<file path="config.mk">
export PLATFORM = sky130hd
export DESIGN_NAME = ccg_bist_harness_flat
export DESIGN_NICKNAME = d
export VERILOG_FILES = /design/src/rtl/ccg_bist_harness_pkg.sv /design/src/rtl/ccg_bist_harness_if.sv /design/src/rtl/ccg_bist_harness_misr.sv /design/src/rtl/ccg_bist_harness.sv /design/src/flat_wrapper.sv
export SDC_FILE = /design/constraint.sdc
export NUM_CORES = 1
export LEC_CHECK = 0
export ABC_CLOCK_PERIOD_IN_PS = 3900
export CAP_MARGIN = 20
export CORE_AREA = 2 2 95 74
export CTS_CLUSTER_DIAMETER = 80
export DETAILED_ROUTE_END_ITERATION = 7
export DIE_AREA = 0 0 97 76
export HOLD_SLACK_MARGIN = 0.02
export PLACE_DENSITY = 0.82
export SYNTH_ARGS = -nofsm -noshare
export SYNTH_HDL_FRONTEND = slang
export SYNTH_HIERARCHICAL = 1
export SYNTH_SLANG_ARGS = --single-unit
</file>
<file path="constraint.sdc">
create_clock -name clk -period 3.9 [get_ports clk]
set_input_delay 0.975 -clock clk [delete_from_list [all_inputs] [get_ports clk]]
set_output_delay 0.975 -clock clk [all_outputs]
set_load 0.1 [all_outputs]
</file>
<file path="src/rtl/ccg_bist_harness_pkg.sv">
// ---------------------------------------------------------------------------
// ccg_bist_pkg
// Shared types and constants for the CCGRCG self-test harness.
//   ccg_state_e      : harness FSM states (IDLE, RUN, DRAIN, DONE)
//   CCG_LFSR_SEED    : first pattern applied in LFSR mode
//   CCG_LFSR_TAPS    : feedback taps of x^5+x^3+1 (bits 4 and 2)
//   CCG_MISR_POLY    : MISR feedback polynomial
//   CCG_RESP_LAT_MAX : largest supported circuit response latency
// ---------------------------------------------------------------------------
package ccg_bist_pkg;

    typedef enum logic [1:0] {
        ST_IDLE  = 2'd0,
        ST_RUN   = 2'd1,
        ST_DRAIN = 2'd2,
        ST_DONE  = 2'd3
    } ccg_state_e;

    localparam logic [4:0]  CCG_LFSR_SEED    = 5'b00001;
    localparam logic [4:0]  CCG_LFSR_TAPS    = 5'b10100;
    localparam logic [15:0] CCG_MISR_POLY    = 16'h1021;
    localparam int          CCG_RESP_LAT_MAX = 3;

    // One LFSR step: shift left, feedback is the parity of the tapped bits.
    function automatic logic [4:0] ccg_lfsr_next(input logic [4:0] cur);
        return {cur[3:0], ^(cur & CCG_LFSR_TAPS)};
    endfunction

endpackage

</file>
<file path="src/rtl/ccg_bist_harness_if.sv">
// ---------------------------------------------------------------------------
// ccg_bist_harness_if
// Control, pattern and response signals of the self-test harness.
//   start_i, num_pat_i   : run request and pattern count
//   pat_o, resp_i        : pattern to the circuit, response back from it
//   busy_o, done_o       : run status / completion pulse
//   signature_o          : MISR contents
//   pat_idx_o            : patterns issued so far
// master: harness side; slave: the environment (circuit + controller).
// ---------------------------------------------------------------------------
interface ccg_bist_harness_if #(
    parameter int N_IN  = 5,
    parameter int N_OUT = 5,
    parameter int CNT_W = 16,
    parameter int SIG_W = 16
);
    logic             start_i;
    logic [CNT_W-1:0] num_pat_i;
    logic [N_IN-1:0]  pat_o;
    logic [N_OUT-1:0] resp_i;
    logic             busy_o;
    logic             done_o;
    logic [SIG_W-1:0] signature_o;
    logic [CNT_W-1:0] pat_idx_o;

    modport master (
        input  start_i, num_pat_i, resp_i,
        output pat_o, busy_o, done_o, signature_o, pat_idx_o
    );

    modport slave (
        output start_i, num_pat_i, resp_i,
        input  pat_o, busy_o, done_o, signature_o, pat_idx_o
    );
endinterface

</file>
<file path="src/rtl/ccg_bist_harness_misr.sv">
// ---------------------------------------------------------------------------
// ccg_misr
// Multiple-input signature register compacting the circuit responses.
//   clk, rst : clock, asynchronous active-high reset
//   clr_i    : clear signature to zero (wins over en_i)
//   en_i     : compact data_i this cycle
//   data_i   : N_OUT-bit response, folded into the low bits
//   sig_o    : SIG_W-bit signature
// ---------------------------------------------------------------------------
module ccg_misr
    import ccg_bist_pkg::*;
#(
    parameter int N_OUT = 5,
    parameter int SIG_W = 16
) (
    input  logic             clk,
    input  logic             rst,
    input  logic             clr_i,
    input  logic             en_i,
    input  logic [N_OUT-1:0] data_i,
    output logic [SIG_W-1:0] sig_o
);

    localparam logic [SIG_W-1:0] POLY = SIG_W'(CCG_MISR_POLY);

    logic [SIG_W-1:0] sig_reg;
    logic [SIG_W-1:0] sig_next;

    assign sig_next = {sig_reg[SIG_W-2:0], 1'b0}
                    ^ (sig_reg[SIG_W-1] ? POLY : '0)
                    ^ SIG_W'(data_i);

    always_ff @(posedge clk or posedge rst) begin
        if (rst) begin
            sig_reg <= '0;
        end else if (clr_i) begin
            sig_reg <= '0;
        end else if (en_i) begin
            sig_reg <= sig_next;
        end
    end

    assign sig_o = sig_reg;

endmodule

</file>
<file path="src/rtl/ccg_bist_harness.sv">
// ---------------------------------------------------------------------------
// ccg_bist_harness
// Built-in self-test harness for the 5-in/5-out CCGRCG circuits. Drives a
// pattern sequence to the circuit, compacts the responses into a MISR.
//   clk, rst : clock, asynchronous active-high reset
//   bus      : ccg_bist_harness_if.master (start_i, num_pat_i, pat_o,
//              resp_i, busy_o, done_o, signature_o, pat_idx_o)
// RESP_LAT (0..3) is the circuit latency from pat_o to resp_i.
// Build option CCG_BIST_EXHAUSTIVE_EN: binary up-counter from 0 replaces
// the LFSR, so the all-zero vector is also applied.
// ---------------------------------------------------------------------------
module ccg_bist_harness
    import ccg_bist_pkg::*;
#(
    parameter int N_IN     = 5,
    parameter int N_OUT    = 5,
    parameter int CNT_W    = 16,
    parameter int SIG_W    = 16,
    parameter int RESP_LAT = 0
) (
    input  logic                clk,
    input  logic                rst,
    ccg_bist_harness_if.master  bus
);

`ifdef CCG_BIST_EXHAUSTIVE_EN
    localparam logic [N_IN-1:0] PAT_SEED = '0;
`else
    localparam logic [N_IN-1:0] PAT_SEED = N_IN'(CCG_LFSR_SEED);
`endif

    ccg_state_e       state_reg;
    logic [N_IN-1:0]  pat_reg;
    logic [N_IN-1:0]  pat_next;
    logic [CNT_W-1:0] cnt_reg;
    logic [CNT_W-1:0] cnt_next;
    logic [CNT_W-1:0] num_reg;
    logic             busy_reg;
    logic             done_reg;
    logic             start_fire;
    logic             run_push;
    logic             misr_en;
    logic             drain_done;

`ifdef CCG_BIST_EXHAUSTIVE_EN
    assign pat_next = pat_reg + N_IN'(1);
`else
    assign pat_next = {pat_reg[N_IN-2:0], ^(pat_reg & N_IN'(CCG_LFSR_TAPS))};
`endif

    assign cnt_next   = cnt_reg + CNT_W'(1);
    assign start_fire = bus.start_i && (state_reg == ST_IDLE || state_reg == ST_DONE);
    assign run_push   = (state_reg == ST_RUN);

    // Valid pipeline: a 1 enters for every pattern issued and reaches the
    // top bit exactly when that pattern's response is on resp_i.
    generate
        if (RESP_LAT > 0) begin : g_pipe
            logic [RESP_LAT-1:0] vld_reg;
            always_ff @(posedge clk or posedge rst) begin
                if (rst) begin
                    vld_reg <= '0;
                end else if (start_fire) begin
                    vld_reg <= '0;
                end else begin
                    vld_reg <= (vld_reg << 1) | RESP_LAT'(run_push);
                end
            end
            assign misr_en    = vld_reg[RESP_LAT-1];
            // Nothing is pushed in DRAIN, so after this shift the pipe is
            // empty once every bit below the top is clear.
            assign drain_done = ((vld_reg << 1) == '0);
        end else begin : g_nopipe
            assign misr_en    = run_push;
            assign drain_done = 1'b1;
        end
    endgenerate

    always_ff @(posedge clk or posedge rst) begin
        if (rst) begin
            state_reg <= ST_IDLE;
            pat_reg   <= PAT_SEED;
            cnt_reg   <= '0;
            num_reg   <= '0;
            busy_reg  <= 1'b0;
            done_reg  <= 1'b0;
        end else begin
            done_reg <= 1'b0;
            unique case (state_reg)
                ST_IDLE, ST_DONE: begin
                    if (bus.start_i) begin
                        pat_reg <= PAT_SEED;
                        cnt_reg <= '0;
                        num_reg <= bus.num_pat_i;
                        if (bus.num_pat_i == '0) begin
                            state_reg <= ST_DONE;
                            done_reg  <= 1'b1;
                            busy_reg  <= 1'b0;
                        end else begin
                            state_reg <= ST_RUN;
                            busy_reg  <= 1'b1;
                        end
                    end
                end
                ST_RUN: begin
                    cnt_reg <= cnt_next;
                    if (cnt_next == num_reg) begin
                        // Last pattern stays on pat_o while responses drain.
                        if (RESP_LAT > 0) begin
                            state_reg <= ST_DRAIN;
                        end else begin
                            state_reg <= ST_DONE;
                            done_reg  <= 1'b1;
                            busy_reg  <= 1'b0;
                        end
                    end else begin
                        pat_reg <= pat_next;
                    end
                end
                ST_DRAIN: begin
                    if (drain_done) begin
                        state_reg <= ST_DONE;
                        done_reg  <= 1'b1;
                        busy_reg  <= 1'b0;
                    end
                end
                default: state_reg <= ST_IDLE;
            endcase
        end
    end

    ccg_misr #(
        .N_OUT (N_OUT),
        .SIG_W (SIG_W)
    ) u_misr (
        .clk    (clk),
        .rst    (rst),
        .clr_i  (start_fire),
        .en_i   (misr_en),
        .data_i (bus.resp_i),
        .sig_o  (bus.signature_o)
    );

    assign bus.pat_o     = pat_reg;
    assign bus.busy_o    = busy_reg;
    assign bus.done_o    = done_reg;
    assign bus.pat_idx_o = cnt_reg;

endmodule

</file>
<file path="src/flat_wrapper.sv">
// flat-port wrapper written by rule: the top's interface ports become plain ports
module ccg_bist_harness_flat import ccg_bist_pkg::*;
#(
    parameter int N_IN     = 5,
    parameter int N_OUT    = 5,
    parameter int CNT_W    = 16,
    parameter int SIG_W    = 16,
    parameter int RESP_LAT = 0
)
  (clk, rst, bus_start_i, bus_num_pat_i, bus_resp_i, bus_pat_o, bus_busy_o, bus_done_o, bus_signature_o, bus_pat_idx_o);
  ccg_bist_harness_if #(.N_IN(N_IN), .N_OUT(N_OUT), .CNT_W(CNT_W), .SIG_W(SIG_W)) bus_i ();
  input  logic clk;
  input  logic rst;
  input wire logic [$bits(bus_i.start_i)-1:0] bus_start_i;
  input wire logic [$bits(bus_i.num_pat_i)-1:0] bus_num_pat_i;
  input wire logic [$bits(bus_i.resp_i)-1:0] bus_resp_i;
  output wire logic [$bits(bus_i.pat_o)-1:0] bus_pat_o;
  output wire logic [$bits(bus_i.busy_o)-1:0] bus_busy_o;
  output wire logic [$bits(bus_i.done_o)-1:0] bus_done_o;
  output wire logic [$bits(bus_i.signature_o)-1:0] bus_signature_o;
  output wire logic [$bits(bus_i.pat_idx_o)-1:0] bus_pat_idx_o;
  assign bus_i.start_i = bus_start_i;
  assign bus_i.num_pat_i = bus_num_pat_i;
  assign bus_i.resp_i = bus_resp_i;
  assign bus_pat_o = bus_i.pat_o;
  assign bus_busy_o = bus_i.busy_o;
  assign bus_done_o = bus_i.done_o;
  assign bus_signature_o = bus_i.signature_o;
  assign bus_pat_idx_o = bus_i.pat_idx_o;
  ccg_bist_harness #(.N_IN(N_IN), .N_OUT(N_OUT), .CNT_W(CNT_W), .SIG_W(SIG_W), .RESP_LAT(RESP_LAT)) u_core (.clk(clk), .rst(rst), .bus(bus_i));
endmodule
</file>
Word level (Yosys, flattened, before mapping)
Index checks and enable logic that the tools add are counted.
{ "totals": {"ramBits": 0, "latch_bits": 0, "wordCells": 49, "romBits": 0, "register_bits": 57, "mem_count": 0, "inputBits": 24, "output_inout_bits": 39} }
{ "classes": {"eq_ne": 7, "mul": 0, "n_addsub": 1, "bitwise": 2, "reduce_logical": 12, "muxes": 20, "magnitude_cmp": 0, "n_shift": 0, "div_mod_pow": 0} }
{ "ops": {"columns": ["operator", "n"], "rows": [
  ["16-bit two-way mux", 3],
  ["16-bit one-hot mux with 2 select lines", 1],
  ["16-bit by 1-bit adder with 16-bit output, second input constant", 1],
  ["16-bit == test", 1],
  ["16-bit logical NOT", 1],
  ["16-bit XOR", 1],
  ["16-bit by 5-bit XOR with 16-bit output", 1],
  ["13-bit two-way mux", 1],
  ["5-bit two-way mux", 2],
  ["5-bit one-hot mux with 2 select lines", 1],
  ["1-bit two-way mux", 6],
  ["2-bit two-way mux", 3],
  ["2-bit != test, second input constant", 3],
  ["1-bit one-hot mux with 3 select lines", 2],
  ["2-bit one-hot mux with 3 select lines", 1],
  ["2-bit AND reduction", 3],
  ["5-bit parity", 1],
  ["2-bit == test, second input constant", 2],
  ["2-bit nonzero test", 2],
  ["3-bit AND reduction", 1],
  ["2-bit by 1-bit == test with 1-bit output, second input constant", 1],
  ["2-bit logical NOT", 1],
  ["2-bit OR reduction", 1],
  ["1-bit logical AND", 1],
  ["1-bit logical OR", 1]
]} }

Logic depth before layout (Yosys ltp)
{ "depth": {"word_depth": 5, "depth_mapped": 10, "depth_no_buf": 8} }

Hierarchy
Netlist, hierarchy kept.
{ "modules_own_cells": {"columns": ["mod", "seq_area_each_um2", "cells_per_inst", "area_each_um2", "instances"], "rows": [
  ["ccg_bist_harness", 1027.2, 273, 2502.4, 1],
  ["ccg_misr", 400.4, 61, 754.5, 1]
]} }

Least setup slack after synthesis
Ideal clock, no wire load.
{ "synth_timing": {"kind": "reg-to-reg", "from": "register u_core.cnt_reg[1], in the netlist u_core/bus.pat_idx_o[1]", "to": "register u_core.pat_reg[4], in the netlist u_core/bus.pat_o[4]", "arrival_time_ns": 3.532, "synth_period_minus_slack_ns": 3.658, "setup_ns": 0.126, "stages_incl_launch_ff": 9, "required_ns": 3.774, "slack_ns": 0.242, "path_buffers": 1, "path_cell_list": "dfrtp_1 -> ha_1 -> clkbuf_1 -> nand3_1 -> nor4_1 -> mux2_2 -> a211o_1 -> or2_4 -> a221o_1"} }
{ "synth_between": {"elab_chain_len": 4} }
{ "synth_lines": {"columns": ["element", "line", "text"], "rows": [
  ["start: declaration", "ccg_bist_harness.sv:35", "logic [CNT_W-1:0] cnt_reg;"],
  ["start signal: assignment", "ccg_bist_harness.sv:106", "cnt_reg <= cnt_next;"],
  ["16-bit by 1-bit adder with 16-bit output", "ccg_bist_harness.sv:51", "assign cnt_next = cnt_reg + CNT_W'(1);"],
  ["16-bit == test", "ccg_bist_harness.sv:107", "if (cnt_next == num_reg) begin"],
  ["2-bit != test (no source line)", null, null],
  ["3-bit AND reduction (no source line)", null, null],
  ["end signal: assignment", "ccg_bist_harness.sv:117", "pat_reg <= pat_next;"],
  ["end: declaration", "ccg_bist_harness.sv:33", "logic [N_IN-1:0] pat_reg;"]
]} }
Every way passes these cells.
A chain may end at the register's enable or synchronous reset.

Final worst setup path
{ "layout_timing": {"from": "register u_core.cnt_reg[0], in the netlist u_core/bus.pat_idx_o[0]", "to": "register u_core.pat_reg[4], in the netlist u_core/bus.pat_o[4]"} }
The elaborated chain is that of the path after synthesis.

==> impl_results.md <==
* Total GRT Usage at a little under a quarter
* DP HPWL at 6033 µm
* Pwr per Cell Area at 570.1 mW/mm²
* Largest net degree at the start of global routing at 35
* Post-Route Skew at 0.005696 ns
* Pleak at 1.766 nW
* Root buf cell: clkbuf_8
* WHS Path Cells at 2
* Synth warnings at 6
* Worst-path clk slew at 0.06 ns
* RSZ-0062 raised after global routing: false
* Post-CTS Setup Bufs at 0
* Number of flops mapped to enable cells by yosys at 0
* Max incr delay on CP at 0.65 ns
* Ant diodes at 0
* Synth top area cells: dfrtp_1 (43%), mux2_2 (5.5%), xnor2_1 (5.4%)
* Hold Crit Class: reg2reg
* Post-place instance area at 0.003892 mm²
* Area of the core at 0.006539 mm²
* Slew Viols, Final at 0
* Vias in the first global route at 2684
* CTS tree: done
* Layout Area Growth over Synthesis at 25.51%
* Maximum vdd drop at 0.0004211 V
* Pre-antenna DRT Iters at 5
* Via Count at 2874
* First-pass GRT wire length at 13810 µm
* Vert. Die Dim at 76 µm
* Worst Slack Setup Final at 0.5158 ns
* #FFs+latches synth at 57
* Crit-path cells: ha_1, nand3_1, nor4_1, xnor2_1, nand4_1, or3_1, or2_4, a221o_1
* Clk_lat worst skew at between 0.3 and 0.4 ns
* Overflow after GRT at 0
* Slowest stage cell, crit path: nor4_1
* Register area share after synthesis at between 40% and 50%
* I/O Buffers at 62
* Placer Congestion at 0.8466
* Setup violations, final at 0
* Worst Path Required at 4.12 ns
* Post-Syn Nets at 361
* Top-count cell post-synth: dfrtp_1
* Layout cells sized above 1 at 13.60%
* H-Tree Level Count at 3
* Full die area at between 0.007 and 0.008 mm²
* Min Hold Slack at 0.5226 ns
* Initial DRC Count at 241
* Initial core utilization at about half
* Startpoint types: register
* Worst-margin pin slew at 0.9853 ns
* Longest Clk Path Bufs at 2
* CP endpoint kind: register
* Max-Cap Viols at 0
* Post-cts sizing count at 0
* Mapped Cells at between 300 and 400
* Primary FF master, synth: dfrtp_1
* R2R cell count at 8
* Sink Count at 57
* Nets at 420
* Rows at 26
* Syn avg cell area at 9.751 µm²
* Design Area, Final at 0.004088 mm²
* Fraction of registers with async set/reset at between 90% and 100%
* Relative slew slack at 34.11%
* IO Count at 63
* Fin. Hold Viols at 0
* Routed WL per cell at 17.30 µm
* CP Max Fanout at 9
* Synth top area share at 43.03%
* DRT antenna net count at 0
* Top post-synthesis cells by count: dfrtp_1 (56), nor2_1 (37), nand2_1 (30), o21ai_0 (26), xnor2_1 (20)
* # DRC at 0
* CTS Buf Count at 9
* Maximum clock rate at 0.2955 GHz
* Vias/cell at 5.975
* Critical Path AT at 3.60 ns
* WL final at 8322 µm
* Part of the cycle the worst path needs at 86.77%
* Distinct cells, synth at 54
* Run status: completed
* Final min period at 3.384 ns
* Largest area contributor in the netlist: dfrtp_1
* Width of the chip at about 97 µm
* Syn Std Cell Area at 0.003257 mm²
* TNS Setup at 0 ns
* Kind of critical path: reg2reg
* Hold buffer count at cts at 0
* Initial antenna violation count at 0
* Setup WS pre-CTS at approximately 0.64 ns
* Fill cells at 531
==> cells by family after synthesis <==
kind of cell	synth area share, %
xor+xnor	7.799
mux	8.913
buf+inv	4.763
fa+ha+maj	1.153
simple gates	18.09
compound gates	15.44
flops	43.83
==> per-stage QoR <==
step / power (mW) / util, % / instances
6_report: 2.331 / 62.51 / 481
2_1_floorplan: 1.538 / - / 334
3_5_place_dp: 1.784 / 59.53 / 466
3_3_place_gp: 1.773 / 59.53 / 466
4_1_cts: 2.351 / 62.51 / 481
5_1_grt: 2.417 / 62.51 / 481
==> worst max-delay path: cells and delay by family (launching register included) <==
family                   cells  cell delay (ns)
AO/OA/AOI/OAI                1             0.30
XOR/XNOR                     1             0.22
adder cells (fa/ha/maj)      1             0.38
flip-flops                   1             0.52
AND/OR/NAND/NOR              5             1.85
==> final timing paths <==
kind                                         startpoint                     end  slack [ns]
worst max-delay path            u_core/bus.pat_idx_o[0]     u_core/bus.pat_o[4]        0.52
worst min-delay path                u_core/state_reg[0]     u_core/state_reg[0]        0.52
worst max register to register  u_core/bus.pat_idx_o[0]     u_core/bus.pat_o[4]        0.52
worst min register to register      u_core/state_reg[0]     u_core/state_reg[0]        0.52
max in group asynchronous                           rst      u_core/num_reg[13]        2.17
min in group asynchronous                           rst  u_core/u_misr/sig_o[0]        1.05
==> cell usage in the layout, fill, tap and decap left out, types with 3 or more instances in the layout <==
cell | synthesis | routed
buf_4 | 3 | 9
mux2i_1 | 11 | 11
nor3_1 | 9 | 9
a221o_1 | 3 | 3
nor4_1 | 10 | 10
dfrtp_1 | 56 | 56
o2111ai_1 | 3 | 3
xor2_1 | 9 | 9
a211oi_2 | 7 | 7
mux2_2 | 16 | 16
o21ai_0 | 26 | 26
nand3_1 | 14 | 14
nand2_1 | 30 | 30
inv_1 | 10 | 10
nor2_1 | 37 | 37
ha_1 | 3 | 3
xnor2_1 | 20 | 20
clkbuf_8 | 0 | 11
clkdlybuf4s50_1 | 0 | 58
a21oi_1 | 10 | 10
nand4_1 | 4 | 4
==> area by class of cell <==
type / count / area, µm² / share of cell area, %
inverter: 10 / 37.54 / 0.9183
clock buffer: 12 / 155.1 / 3.796
clock inverter: 3 / 40.04 / 0.9795
tap: 84 / 105.1 / 2.571
sequential: 57 / 1428 / 34.93
multi-input combinational: 248 / 1674 / 40.96
timing repair buffer: 67 / 648.1 / 15.86
==> power breakdown <==
group | switching [mW] | internal (mW) | total (mW) | leakage, nW
clock | 0.236 | 0.324 | 0.560 | 0.102
sequential | 0.0800 | 0.678 | 0.758 | 0.717
combinational | 0.749 | 0.263 | 1.01 | 0.947
total | 1.06 | 1.27 | 2.33 | 1.77
==> metal layers <==
metal	track usage, %	wire [µm]	vias to the layer above	part of all wire (%)
met2	34.38	3665	152	44
met4	7.606	129	0	1.6
met5	0	0	-	0
met1	34.94	3791	1389	46
met3	5.229	737	15	8.9
li1	-	-	1318	-
No activity file was read; power rests on OpenSTA's default activity.
